## config.mk

```make
export PLATFORM = sky130hd
export DESIGN_NAME = output_vc_credit_ctrl_flat
export DESIGN_NICKNAME = d
export VERILOG_FILES = /design/src/rtl/output_vc_credit_ctrl_pkg.sv /design/src/rtl/output_vc_credit_ctrl_if.sv /design/src/rtl/output_vc_credit_ctrl_rr_arbiter.sv /design/src/rtl/output_vc_credit_ctrl.sv /design/src/flat_wrapper.sv
export SDC_FILE = /design/constraint.sdc
export NUM_CORES = 1
export LEC_CHECK = 0
export ABC_AREA = 0
export CAP_MARGIN = 20
export CORE_ASPECT_RATIO = 1.1
export CORE_UTILIZATION = 52
export DETAILED_ROUTE_END_ITERATION = 16
export GPL_TIMING_DRIVEN = 0
export PLACE_DENSITY_LB_ADDON = 0.08
export SYNTH_ARGS = -nofsm -noshare
export SYNTH_HDL_FRONTEND = slang
export SYNTH_SLANG_ARGS = --single-unit
```

## constraint.sdc

```tcl
create_clock -name clk -period 2.7 [get_ports clk]
set_input_delay 0.27 -clock clk [delete_from_list [all_inputs] [get_ports clk]]
set_output_delay 0.27 -clock clk [all_outputs]
set_load 0.01 [all_outputs]
```

## src/rtl/output_vc_credit_ctrl_pkg.sv

```systemverilog
// output_vc_credit_ctrl_pkg: shared types and default sizes for the output VC credit controller
package output_vc_credit_ctrl_pkg;
    typedef enum logic [1:0] {VC_FREE, VC_ACTIVE, VC_DRAIN} vc_state_e;
    localparam int DEF_NUM_PORTS = 5;
    localparam int DEF_NUM_VC = 4;
    localparam int DEF_CREDIT_DEPTH = 1;
    localparam int LOCAL_PORT = DEF_NUM_PORTS - 1;
endpackage

```

## src/rtl/output_vc_credit_ctrl_if.sv

```systemverilog
// output_vc_credit_ctrl_if: allocation, send, credit-return and status signals of the controller
//   master: requester/router side (drives alloc_req, flit_send*, credit_in*)
//   slave:  controller side (drives alloc_gnt, alloc_vc, vc_availability, credit_ok, err_*)
interface output_vc_credit_ctrl_if #(
    parameter int NUM_PORTS = 5,
    parameter int NUM_VC = 4
);
    localparam int VC_BITS = $clog2(NUM_VC);
    logic [NUM_PORTS-1:0] alloc_req;
    logic [NUM_PORTS-1:0] alloc_gnt;
    logic [VC_BITS-1:0] alloc_vc [NUM_PORTS];
    logic [NUM_PORTS-1:0] flit_send;
    logic [VC_BITS-1:0] flit_send_vc [NUM_PORTS];
    logic [NUM_PORTS-1:0] flit_send_tail;
    logic [NUM_PORTS-2:0] credit_in;
    logic [VC_BITS-1:0] credit_in_vc [NUM_PORTS-1];
    logic [NUM_VC*NUM_PORTS-1:0] vc_availability;
    logic [NUM_VC*NUM_PORTS-1:0] credit_ok;
    logic err_overflow;
    logic err_underflow;
    modport master (
        output alloc_req, flit_send, flit_send_vc, flit_send_tail, credit_in, credit_in_vc,
        input alloc_gnt, alloc_vc, vc_availability, credit_ok, err_overflow, err_underflow
    );
    modport slave (
        input alloc_req, flit_send, flit_send_vc, flit_send_tail, credit_in, credit_in_vc,
        output alloc_gnt, alloc_vc, vc_availability, credit_ok, err_overflow, err_underflow
    );
endinterface

```

## src/rtl/output_vc_credit_ctrl_rr_arbiter.sv

```systemverilog
// output_vc_credit_ctrl_rr_arbiter: round-robin pick of the first request at or after a held pointer
//   clk, reset        : clock, synchronous active-high reset (pointer -> 0)
//   req               : candidate vector
//   advance           : a grant was taken; pointer moves just past gnt_idx
//   gnt_onehot/idx/any: combinational pick from req and the registered pointer
module output_vc_credit_ctrl_rr_arbiter #(
    parameter int NUM_REQ = 4,
    localparam int IW = $clog2(NUM_REQ)
) (
    input  logic               clk,
    input  logic               reset,
    input  logic [NUM_REQ-1:0] req,
    input  logic               advance,
    output logic [NUM_REQ-1:0] gnt_onehot,
    output logic [IW-1:0]      gnt_idx,
    output logic               gnt_any
);
    logic [IW-1:0] ptr;
    logic [IW:0] s;
    // Scan from the far end back to ptr so the nearest request at or after ptr wins.
    always_comb begin
        gnt_idx = '0;
        gnt_any = 1'b0;
        s = '0;
        for (int i = NUM_REQ - 1; i >= 0; i--) begin
            s = {1'b0, ptr} + (IW+1)'(i);
            s = (s >= (IW+1)'(NUM_REQ)) ? s - (IW+1)'(NUM_REQ) : s;
            if (req[s[IW-1:0]]) begin
                gnt_idx = s[IW-1:0];
                gnt_any = 1'b1;
            end
        end
        gnt_onehot = gnt_any ? NUM_REQ'(1) << gnt_idx : '0;
    end
    always_ff @(posedge clk) begin
        if (reset) ptr <= '0;
        else if (advance) ptr <= (gnt_idx == IW'(NUM_REQ - 1)) ? '0 : gnt_idx + 1'b1;
    end
endmodule

```

## src/rtl/output_vc_credit_ctrl.sv

```systemverilog
// output_vc_credit_ctrl: per-output-port downstream VC ownership, credit tracking and VC allocation
//   clk, reset : clock, synchronous active-high reset
//   bus        : slave side of output_vc_credit_ctrl_if (alloc req/gnt/vc, flit send,
//                credit return, vc_availability, credit_ok, sticky err_overflow/err_underflow)
module output_vc_credit_ctrl
    import output_vc_credit_ctrl_pkg::*;
#(
    parameter int NUM_PORTS = DEF_NUM_PORTS,
    parameter int NUM_VC = DEF_NUM_VC,
    parameter int CREDIT_DEPTH = DEF_CREDIT_DEPTH
) (
    input logic clk,
    input logic reset,
    output_vc_credit_ctrl_if.slave bus
);
    localparam int VC_BITS = $clog2(NUM_VC);
    localparam int CRED_BITS = $clog2(CREDIT_DEPTH + 1);
    localparam int LOCAL = NUM_PORTS - 1;
    localparam logic [CRED_BITS-1:0] FULL = CRED_BITS'(CREDIT_DEPTH);
    vc_state_e vc_state [NUM_PORTS][NUM_VC];
    vc_state_e st_nxt [NUM_PORTS][NUM_VC];
    logic [CRED_BITS-1:0] credit_cnt [NUM_PORTS-1][NUM_VC];
    logic [CRED_BITS-1:0] cnt_nxt [NUM_PORTS][NUM_VC];
    logic [CRED_BITS-1:0] cnt_view [NUM_PORTS][NUM_VC];
    logic [NUM_VC*NUM_PORTS-1:0] avail, ok;
    logic [NUM_VC-1:0] gnt_vec [NUM_PORTS];
    logic [VC_BITS-1:0] gidx [NUM_PORTS];
    logic [NUM_PORTS-1:0] gnt_any, ret_v;
    logic [VC_BITS-1:0] ret_vc [NUM_PORTS];
    logic hit, snd, tail, ret, ovf, unf, err_ovf, err_unf;
    logic [CRED_BITS-1:0] c;
    // The local (eject) port has no counter; it is viewed as permanently full.
    always_comb begin
        avail = '0;
        ok = '0;
        for (int p = 0; p < NUM_PORTS; p++)
            for (int v = 0; v < NUM_VC; v++) cnt_view[p][v] = FULL;
        for (int p = 0; p < NUM_PORTS - 1; p++)
            for (int v = 0; v < NUM_VC; v++) cnt_view[p][v] = credit_cnt[p][v];
        for (int p = 0; p < NUM_PORTS; p++)
            for (int v = 0; v < NUM_VC; v++) begin
                avail[p*NUM_VC+v] = vc_state[p][v] == VC_FREE && cnt_view[p][v] == FULL;
                ok[p*NUM_VC+v] = cnt_view[p][v] != '0;
            end
    end
    for (genvar p = 0; p < NUM_PORTS; p++) begin : g_arb
        output_vc_credit_ctrl_rr_arbiter #(.NUM_REQ(NUM_VC)) u_arb (
            .clk(clk),
            .reset(reset),
            .req(avail[p*NUM_VC +: NUM_VC]),
            .advance(bus.alloc_gnt[p]),
            .gnt_onehot(gnt_vec[p]),
            .gnt_idx(gidx[p]),
            .gnt_any(gnt_any[p])
        );
    end
    assign bus.alloc_gnt = bus.alloc_req & gnt_any & {NUM_PORTS{~reset}};
    assign bus.alloc_vc = gidx;
    assign bus.vc_availability = avail;
    assign bus.credit_ok = ok;
    assign bus.err_overflow = err_ovf;
    assign bus.err_underflow = err_unf;
    // A send to a FREE VC (including one being granted this cycle) is rejected as underflow.
    // DRAIN frees on the post-update count, so a returning credit frees the VC at the same edge.
    always_comb begin
        ovf = 1'b0;
        unf = 1'b0;
        hit = 1'b0;
        snd = 1'b0;
        tail = 1'b0;
        ret = 1'b0;
        c = '0;
        st_nxt = vc_state;
        cnt_nxt = cnt_view;
        ret_v = {1'b0, bus.credit_in};
        for (int p = 0; p < NUM_PORTS; p++) ret_vc[p] = '0;
        for (int p = 0; p < NUM_PORTS - 1; p++) ret_vc[p] = bus.credit_in_vc[p];
        for (int p = 0; p < NUM_PORTS; p++)
            for (int v = 0; v < NUM_VC; v++) begin
                hit = bus.flit_send[p] && bus.flit_send_vc[p] == VC_BITS'(v);
                unf = unf | (hit && vc_state[p][v] == VC_FREE);
                snd = hit && vc_state[p][v] != VC_FREE;
                tail = snd && bus.flit_send_tail[p];
                ret = ret_v[p] && ret_vc[p] == VC_BITS'(v);
                c = cnt_view[p][v];
                if (p != LOCAL) begin
                    unf = unf | (snd && c == '0);
                    ovf = ovf | (ret && c == FULL);
                    c = (snd && !ret && c != '0) ? c - 1'b1 : (ret && !snd && c != FULL) ? c + 1'b1 : c;
                end
                cnt_nxt[p][v] = c;
                st_nxt[p][v] = (vc_state[p][v] == VC_FREE && gnt_vec[p][v] && bus.alloc_gnt[p]) ? VC_ACTIVE :
                               (vc_state[p][v] == VC_ACTIVE && tail) ? ((p == LOCAL) ? VC_FREE : VC_DRAIN) :
                               (vc_state[p][v] == VC_DRAIN && c == FULL) ? VC_FREE : vc_state[p][v];
            end
    end
    always_ff @(posedge clk) begin
        if (reset) begin
            for (int p = 0; p < NUM_PORTS; p++)
                for (int v = 0; v < NUM_VC; v++) vc_state[p][v] <= VC_FREE;
            for (int p = 0; p < NUM_PORTS - 1; p++)
                for (int v = 0; v < NUM_VC; v++) credit_cnt[p][v] <= FULL;
            err_ovf <= 1'b0;
            err_unf <= 1'b0;
        end else begin
            vc_state <= st_nxt;
            for (int p = 0; p < NUM_PORTS - 1; p++)
                for (int v = 0; v < NUM_VC; v++) credit_cnt[p][v] <= cnt_nxt[p][v];
            err_ovf <= err_ovf | ovf;
            err_unf <= err_unf | unf;
        end
    end
endmodule

```

## src/flat_wrapper.sv

```systemverilog
// flat-port wrapper written by rule: the top's interface ports become plain ports
module output_vc_credit_ctrl_flat import output_vc_credit_ctrl_pkg::*;
#(
    parameter int NUM_PORTS = DEF_NUM_PORTS,
    parameter int NUM_VC = DEF_NUM_VC,
    parameter int CREDIT_DEPTH = DEF_CREDIT_DEPTH
)
  (clk, reset, bus_alloc_req, bus_flit_send, bus_flit_send_vc, bus_flit_send_tail, bus_credit_in, bus_credit_in_vc, bus_alloc_gnt, bus_alloc_vc, bus_vc_availability, bus_credit_ok, bus_err_overflow, bus_err_underflow);
  output_vc_credit_ctrl_if #(.NUM_PORTS(NUM_PORTS), .NUM_VC(NUM_VC)) bus_i ();
  input logic clk;
  input logic reset;
  input wire logic [$bits(bus_i.alloc_req)-1:0] bus_alloc_req;
  input wire logic [$bits(bus_i.flit_send)-1:0] bus_flit_send;
  input wire logic [$bits(bus_i.flit_send_vc)-1:0] bus_flit_send_vc;
  input wire logic [$bits(bus_i.flit_send_tail)-1:0] bus_flit_send_tail;
  input wire logic [$bits(bus_i.credit_in)-1:0] bus_credit_in;
  input wire logic [$bits(bus_i.credit_in_vc)-1:0] bus_credit_in_vc;
  output wire logic [$bits(bus_i.alloc_gnt)-1:0] bus_alloc_gnt;
  output wire logic [$bits(bus_i.alloc_vc)-1:0] bus_alloc_vc;
  output wire logic [$bits(bus_i.vc_availability)-1:0] bus_vc_availability;
  output wire logic [$bits(bus_i.credit_ok)-1:0] bus_credit_ok;
  output wire logic [$bits(bus_i.err_overflow)-1:0] bus_err_overflow;
  output wire logic [$bits(bus_i.err_underflow)-1:0] bus_err_underflow;
  assign bus_i.alloc_req = bus_alloc_req;
  assign bus_i.flit_send = bus_flit_send;
  assign bus_i.flit_send_vc = {>>{bus_flit_send_vc}};
  assign bus_i.flit_send_tail = bus_flit_send_tail;
  assign bus_i.credit_in = bus_credit_in;
  assign bus_i.credit_in_vc = {>>{bus_credit_in_vc}};
  assign bus_alloc_gnt = bus_i.alloc_gnt;
  assign bus_alloc_vc = {>>{bus_i.alloc_vc}};
  assign bus_vc_availability = bus_i.vc_availability;
  assign bus_credit_ok = bus_i.credit_ok;
  assign bus_err_overflow = bus_i.err_overflow;
  assign bus_err_underflow = bus_i.err_underflow;
  output_vc_credit_ctrl #(.NUM_PORTS(NUM_PORTS), .NUM_VC(NUM_VC), .CREDIT_DEPTH(CREDIT_DEPTH)) u_core (.clk(clk), .reset(reset), .bus(bus_i));
endmodule
```

After elaboration in Yosys (flattened, before gate mapping)
Memory sizes are Yosys's and may differ from the RTL's.
Index checks and enable logic that the tools add are counted.
{ "word_totals": {"output_inout_bits": 57, "n_memories": 1, "inputBits": 39, "regBits": 48, "ram_bits": 16} }
{ "mem_list": {"columns": ["name", "words", "word_bits", "read_ports", "rd_ports_with_merged_regs", "write_ports", "line_no", "source"], "rows": [
  ["u_core.credit_cnt", 4, 4, 4, 0, 4, "output_vc_credit_ctrl.sv:22", "logic [CRED_BITS-1:0] credit_cnt [NUM_PORTS-1][NUM_VC];"]
]} }
{ "op_classes": {"n_reduce_logical": 413, "bitwise": 87, "muxes": 217, "order_cmp": 40, "n_addsub": 72, "n_eq_ne": 64, "shift": 5} }
{ "op_table": {"columns": ["operator", "n"], "rows": [
  ["logical AND 1 bit", 284],
  ["2-to-1 mux 2 bit", 77],
  ["2-to-1 mux 1 bit", 115],
  ["equality test 2 bit (second input constant)", 39],
  ["OR 1 bit", 68],
  ["nonzero test 2 bit", 32],
  ["less-than comparator 2 x 3 -> 1 bit (second input constant)", 20],
  ["nonzero test 3 bit", 20],
  ["logical NOT 2 bit", 29],
  ["equality test 2 x 1 -> 1 bit (second input constant)", 25],
  ["greater-or-equal comparator 3 bit (second input constant)", 15],
  ["binary-select mux 1 bit (select 2 bit)", 20],
  ["subtractor 2 x 1 -> 2 bit (second input constant)", 20],
  ["logical NOT 1 bit", 32],
  ["OR reduction 2 bit", 16],
  ["adder 2 x 2 -> 3 bit (second input constant)", 10],
  ["2-to-1 mux 4 bit", 5],
  ["<< shifter 1 x 2 -> 4 bit (first input constant)", 5],
  ["inverter 1 bit", 17],
  ["adder 1 bit (second input constant)", 16],
  ["subtractor 1 bit (second input constant)", 16],
  ["adder 2 x 1 -> 3 bit (second input constant)", 5],
  ["greater-or-equal comparator 2 x 3 -> 1 bit (second input constant)", 5],
  ["adder 2 x 1 -> 2 bit (second input constant)", 5],
  ["bitwise AND 5 bit", 2]
]} }

Logic depth before layout (Yosys ltp)
Gate-level depths: netlist of the first run.
{ "logic_depth": {"word_depth": 40, "depth_mapped": 8, "mapped_depth_nobuf": 7} }

Hierarchy
Synthesis of the first run repeated with hierarchy kept, for this count alone.
{ "unflattened": {"hier_cells": 526, "area_unflattened_um2": 4496.8} }
{ "by_module_without_submodules": {"columns": ["mod", "area_each_um2", "instances", "cells_per_inst", "seq_area_each_um2"], "rows": [
  ["output_vc_credit_ctrl", 3148.0, 1, 368, 1081.0],
  ["output_vc_credit_ctrl_rr_arbiter (u_core.g_arb[0].u_arb ...)", 286.5, 4, 33, 40.0],
  ["output_vc_credit_ctrl_rr_arbiter (u_core.g_arb[4].u_arb)", 202.7, 1, 26, 40.0]
]} }

Least setup slack after synthesis of the first run
No wires, ideal clock.
{ "synth_timing": {"kind": "register to register", "startpoint": "mem u_core.credit_cnt[0][4] (netlist name)", "endpoint": "reg u_core.g_arb[1].u_arb.ptr[1]", "synth_period_minus_slack_ns": 2.528, "stages_incl_launch_ff": 7, "path_slack_ns": 0.172, "t_required_ns": 2.614, "t_arrival_ns": 2.442, "setup_ns": 0.086, "path_cell_list": "dfxtp_1 nor3b_1 o22ai_1 a211oi_1 inv_1 ha_1 a211oi_1"} }
{ "synth_lines": {"columns": ["item", "line_no", "source"], "rows": [
  ["from (decl)", "output_vc_credit_ctrl.sv:22", null],
  ["to (signal assigned)", "output_vc_credit_ctrl_rr_arbiter.sv:37", "else if (advance) ptr <= (gnt_idx == IW'(NUM_REQ - 1)) ? '0 : gnt_idx + 1'b1;"],
  ["to (decl)", "output_vc_credit_ctrl_rr_arbiter.sv:18", "logic [IW-1:0] ptr;"]
]} }

==> results of run 1 <==
## placed cells by master, fill, tap and decap left out, drive strengths merged, types with 16 or more instances in the layout
master / netlist / final
inv: 37 / 37
nor3b: 16 / 16
a21oi: 29 / 29
o21ai: 36 / 36
nand2: 28 / 28
or2: 16 / 16
buf: 14 / 22
ha: 20 / 20
clkbuf: 9 / 17
nor2: 49 / 49
clkdlybuf4s50: 0 / 86
maj3: 19 / 19
dfxtp: 64 / 64
## worst min path at each step
stage	to	slack, ps	start	depth (start not counted)
finish	u_core.g_arb[0].u_arb.ptr[0]$_SDFFE_PP0P_	210	reset	2
global route	u_core.g_arb[2].u_arb.ptr[0]$_SDFFE_PP0P_	220	reset	2
CTS	u_core.g_arb[3].u_arb.ptr[0]$_SDFFE_PP0P_	210	reset	2
detailed placement	u_core.g_arb[4].u_arb.ptr[0]$_SDFFE_PP0P_	470	u_core.g_arb[4].u_arb.ptr[0]$_SDFFE_PP0P_	2
global placement	u_core.g_arb[4].u_arb.ptr[0]$_SDFFE_PP0P_	460	u_core.g_arb[4].u_arb.ptr[0]$_SDFFE_PP0P_	2
floorplan	u_core.g_arb[4].u_arb.ptr[1]$_SDFFE_PP0P_	390	bus_alloc_req[4]	1
## flip-flops by register name (all words and copies together) (netlist names)
register / flops
u_core.credit_cnt: 16
u_core.bus.err_overflow: 1
u_core.vc_state: 36
u_core.bus.err_underflow: 1
u_core.g_arb.u_arb.ptr: 10
## cells by family (layout without fill, tap and decap cells)
group | count (synthesis) | count (layout) | share of synthesized area, %
AO/OA/AOI/OAI | 153 | 153 | 24.0
AND/OR/NAND/NOR | 197 | 197 | 27.6
adder cells (fa/ha/maj) | 39 | 39 | 10.0
flip-flops | 64 | 64 | 29.2
buffers and inverters | 61 | 170 | 6.83
multiplexers | 7 | 7 | 2.22
other | 1 | 4 | 0.0853
## layer usage
metal | up-vias | GRT usage (%) | share of wire [%]
met5 | - | 0 | 0
met4 | 0 | 9.04 | 1.3
met3 | 20 | 6.11 | 6.3
met2 | 142 | 47.8 | 50
met1 | 2139 | 36.1 | 43
li1 | 2155 | - | -
## final cells by class
type                            count  area (sq um)
Sequential cell                    64          1280
Timing Repair Buffer               94           921
Tap cell                          108           135
Clock buffer                        9           124
Buffer                             22           150
Clock inverter                      7           120
Fill cell                         641          2250
Inverter                           38           146
Multi-Input combinational cell    400          2910
## power by group through the flow
stage          clock, mW  combinational, mW  sequential (mW)
6_report            1.02               2.16             1.32
5_1_grt             1.07               2.35             1.34
4_1_cts             1.03               2.02             1.30
3_5_place_dp           0               1.96             1.32
3_3_place_gp           0               1.92             1.31
2_1_floorplan          0               1.23             1.27
## timing repair
item	CTS	global route
hold endpoints to repair	0	0
gates resized for setup	7	7
pin swaps	0	4
setup buffers	0	8
endpoints found under the setup margin	5	8
## stage by stage
stage          utilization (%)  instance area (sq um)  instances  hold slack (ps)
6_report                  72.0                   5790        742              214
5_1_grt                   72.0                   5790        742              223
4_1_cts                   70.7                   5690        735              212
3_5_place_dp              67.2                   5400        719              467
3_3_place_gp              67.2                   5400        719              459
2_1_floorplan                -                   4410        525              386
==> run metrics, run 1 <==
outcome complete, no violations; startpoint types flop; highest clock frequency the design can meet 387 MHz; clock-pin slew on the worst setup and hold paths roughly 80 ps; violation count after the first detailed-routing iteration 291; maximum buffer depth of the clock tree 2; most used flip-flop cell after synthesis sky130_fd_sc_hd__dfxtp_1; Final setup viols 0; Worst R2R Setup Slack 350 ps; endpoint of the worst register-to-register path u_core.vc_state[10]$_SDFFE_PP0P_; detailed-route wire length per cell between 15 and 20 um; Num CTS Buffers 9; power per cell area between 700 and 800 nW/um^2; class of the most critical setup path reg2out; global-route usage over all layers 28.6%; CTS sink cnt 64; die footprint 8820 sq um; transition time of the tightest slew-check pin 715 ps; antenna violations before repair 0; CTS Root Buffer Type sky130_fd_sc_hd__clkbuf_8; Register-to-Register Path Depth 7; peak supply drop between 0.5 and 0.6 mV; critical path data required time around 2400 ps; number of cells on the critical path 4; Setup WS pre-CTS -84.7 ps; pin count of the biggest net entering global routing 13; post-synthesis instance total 522; area of the core 8040 sq um; CP max-delay cell sky130_fd_sc_hd__clkdlybuf4s50_1; final sum of negative setup slack 0 ps; placed wire-length estimate 8910 um; fraction of registers with async set/reset 0%; internal power 2.81 mW; overall die width 89.7 um; proportion of power drawn by the clock network approximately 23%; reg-to-reg critical path startpoint u_core.credit_cnt[1][5]$_SDFF_PP1_; Routed Antenna Nets 0; Critical Path, Cell by Cell nor3b_4 -> o22ai_1 -> a211oi_2 -> clkdlybuf4s50_1; Worst Path Arrival 2320 ps; clock tree from TritonCTS yes; Netlist cell types 68; Synthesis Warnings 0; maximum single-stage delay on the critical path about 610 ps; Synth Register Bits 64; height of the chip between 90 and 100 um; via count of the first global-routing pass 4123; library cell with the highest instance count after synthesis sky130_fd_sc_hd__dfxtp_1; static leakage power about 2.2 nW; clock skew after layout 12.0 ps; post-DR vias/cell 6.01; switching power summed over all nets 1.68 mW; worst setup path endpoint bus_alloc_vc[4]; cell type with the largest total area after synthesis sky130_fd_sc_hd__dfxtp_1; number of rows in the core area 34; overflow left after global routing 0; first element of the critical path u_core.credit_cnt[1][0]$_SDFF_PP1_; count of final max-slew check failures 0; Max-cap violations 0; Ports 96; synthesized area per cell 8.42 sq um; insertion delay of the later-clocked pin in the worst-skew pair 360 ps; hold-fix buffer count after cts 0; number of synthesized flops with an enable pin 0; setup repair after global routing missed its margin false; final clock period utilization by the worst path 95.8%; Port Buffer Count 86; Initial Util 54.7%; total wire length after detailed routing 12300 um; overall via count from detail_route 4456; CTS H-Tree Depth 3; Yosys top cell area share 29.2%; Logic pwr share 48.0%; sequential group share of total power 29.3%; cells taking the most area after synthesis sky130_fd_sc_hd__dfxtp_1 (29%), sky130_fd_sc_hd__ha_1 (5.7%), sky130_fd_sc_hd__maj3_1 (4.3%); net count of the finished layout 688; list of most frequent post-synthesis cells sky130_fd_sc_hd__dfxtp_1 (64), sky130_fd_sc_hd__nor2_1 (49), sky130_fd_sc_hd__inv_1 (36), sky130_fd_sc_hd__o21ai_0 (36), sky130_fd_sc_hd__a21oi_1 (29); largest driver fanout on the critical path 6; Detailed Routing Iterations Pass 1 5; setup slack after layout approximately 110 ps; Syn-to-layout area delta 31.7%; weighted congestion reported at the end of routability-driven placement roughly 0.86; family with the most delay on the worst path buffers and inverters; count of buffering cells on the critical path with inverters included 1; share of final-layout standard cells stronger than drive strength 1 between 10% and 20%; wire length of the first global-routing pass roughly 19000 um; Worst Setup End Kind primary output; headroom to the max-slew limit 52.3%; minimum clock period 2590 ps; synthesized cell area 4390 sq um; total power draw approximately 4.5 mW; hold violation total from the final report 0; Antenna diodes 0; sequential area share after synthesis 29.2%; switching part of the total power 37.5%; classification of the worst-slack hold path in2reg; post-route DRC violation count 0
Power figures use the tool's default switching activity.
==> inputs of run 2 (changes only) <==
Settings changed: HOLD_SLACK_MARGIN from default to 0.05.
==> results of run 2 <==
Final layout, timing and power as in run 1 (identical DEF).
==> inputs of run 3 (changes only) <==
Settings changed: CORE_MARGIN from default to 4, CTS_BUF_LIST from default to sky130_fd_sc_hd__clkbuf_16.
==> run 3 against run 2 <==
  * Fmax is 0.15% higher
  * Utilization is 0.46 points lower
  * Design area decreased by 0.11%
  * Hold slack gained 25 ps
  * Largest power group unchanged
==> run metrics, run 3 (synthesis results as in run 1) <==
top library cells by usage in the layout, fill and taps aside sky130_fd_sc_hd__clkdlybuf4s50_1 (84), sky130_fd_sc_hd__dfxtp_1 (64), sky130_fd_sc_hd__nor2_1 (49), sky130_fd_sc_hd__inv_1 (38), sky130_fd_sc_hd__o21ai_0 (36); Initial Util 54.4%; Num CTS Buffers 9; largest registers in the final layout u_core.vc_state x36, u_core.credit_cnt x16, u_core.g_arb.u_arb.ptr x10; commonest non-fill, non-tap cell in the layout sky130_fd_sc_hd__clkdlybuf4s50_1; reg-to-reg critical path startpoint u_core.credit_cnt[0][3]$_DFF_P_; Max-cap violations 0; worst hold margin 240 ps; Critical Path, Cell by Cell nor3b_4 -> o22ai_1 -> a211oi_2 -> clkdlybuf4s50_1; Routed Antenna Nets 0; clock skew after layout 3.67 ps; area of the core 8080 sq um; height of the chip 104 um; count of final max-slew check failures 0; CTS H-Tree Depth 3; violation count after the first detailed-routing iteration 232; Detailed Routing Iterations Pass 1 5; number of flip-flops in the largest register 36; Antenna diodes 0; number of cells in the finished layout apart from fillers 735; pin count of the biggest net entering global routing 11; power per cell area between 700 and 800 nW/um^2; Worst Setup End Kind primary output; start point of the worst min-delay path reset; maximum single-stage delay on the critical path between 600 and 700 ps; proportion of power drawn by the clock network 24.6%; outcome complete, no violations; hold violation total from the final report 0; detailed-route wire length per cell 17.3 um; setup slack after layout roughly 120 ps; Syn-to-layout area delta 31.5%; CTS Root Buffer Type sky130_fd_sc_hd__clkbuf_16; clock tree from TritonCTS yes; post-route DRC violation count 0; total power draw 4.50 mW; class of the most critical setup path reg2out; hold-fix buffer count after cts 0; Port Buffer Count 86; net count of the finished layout 681; highest clock frequency the design can meet 387 MHz; summed area of non-filler cells in the final layout 5780 sq um; Setup WS pre-CTS -109 ps; startpoint types flop; top register by number of flip-flops u_core.vc_state; setup repair after global routing missed its margin false; headroom to the max-slew limit roughly half; overflow left after global routing 0; switching part of the total power between 30 and 40%; CTS sink cnt 64; wire length of the first global-routing pass 20700 um; final clock period utilization by the worst path between 90 and 100%; Ports 96; classification of the worst-slack hold path in2reg; # placed instances 719; switching power summed over all nets 1.68 mW; critical path data required time approximately 2400 ps; insertion delay of the later-clocked pin in the worst-skew pair 330 ps; weighted congestion reported at the end of routability-driven placement 0.881; sequential group share of total power 29.4%; post-DR vias/cell 6.10; antenna violations before repair 0; instance area after placement 5400 sq um; overall via count from detail_route roughly 4500; Logic pwr share 46.0%; total wire length after detailed routing ~13000 um; final core area utilization about 72%; number of rows in the core area 34; final sum of negative setup slack 0 ps; minimum clock period roughly 2600 ps; peak supply drop around 0.45 mV; placed wire-length estimate 9400 um; clock-pin slew on the worst setup and hold paths about 50 ps; CP max-delay cell sky130_fd_sc_hd__clkdlybuf4s50_1; static leakage power 2.24 nW; overall die width 95.7 um; first element of the critical path u_core.credit_cnt[1][0]$_SDFF_PP1_; transition time of the tightest slew-check pin between 700 and 800 ps; largest driver fanout on the critical path 6; maximum buffer depth of the clock tree 2; Worst Path Arrival 2310 ps; Final setup viols 0; via count of the first global-routing pass 4198; internal power 2.82 mW; share of final-layout standard cells stronger than drive strength 1 13.2%; die footprint 9990 sq um; global-route usage over all layers 26.0%
run 3: path summary, 6_finish.rpt:
kind	end	slack (ps)	depth (start not counted)
setup / recovery	bus_alloc_vc[4]	120	4
hold / removal	u_core.g_arb[1].u_arb.ptr[0]$_SDFFE_PP0P_	240	2
setup reg to reg	u_core.vc_state[36]$_SDFFE_PP0P_	390	7
hold reg to reg	u_core.g_arb[4].u_arb.ptr[0]$_SDFFE_PP0P_	470	2
run 3: per-layer routing:
metal	global-route usage, %	wire [um]	share of wire, %
met3	6.22	879	6.9
met1	33.4	5310	42
met5	0	0	0
met2	42.1	6270	49
met4	8.74	263	2.1
run 3: timing repair:
action / 4_1_cts / 5_1_grt
buffers inserted: 0 / 1
setup endpoints to repair: 5 / 7
pin swaps: 0 / 2
resized for setup: 7 / 9
endpoints found under the hold margin: 0 / 0
run 3: cell type report:
type | instances | area, sq um
clock inverter | 7 | 55.1
multi-input combinational | 400 | 2910
clock buffer | 9 | 225
fill | 663 | 2300
inverter | 38 | 146
buffer | 22 | 150
sequential | 64 | 1280
tap | 108 | 135
timing repair buffer | 87 | 873
run 3: power by group through the flow:
stage	sequential [mW]	clock (mW)	combinational, mW
after global routing	1.35	1.16	2.28
after detailed placement	1.32	0	1.97
final	1.32	1.10	2.07
after floorplan	1.27	0	1.23
after CTS	1.31	1.11	2.03
after global placement	1.31	0	1.92
run 3: critical path, delay by kind of cell, from the launching register on:
kind                   cells  cell delay [ps]
AOI/OAI and AO/OA          2              590
and+or+nand+nor            1              350
buffers and inverters      1              620
DFF                        1              410
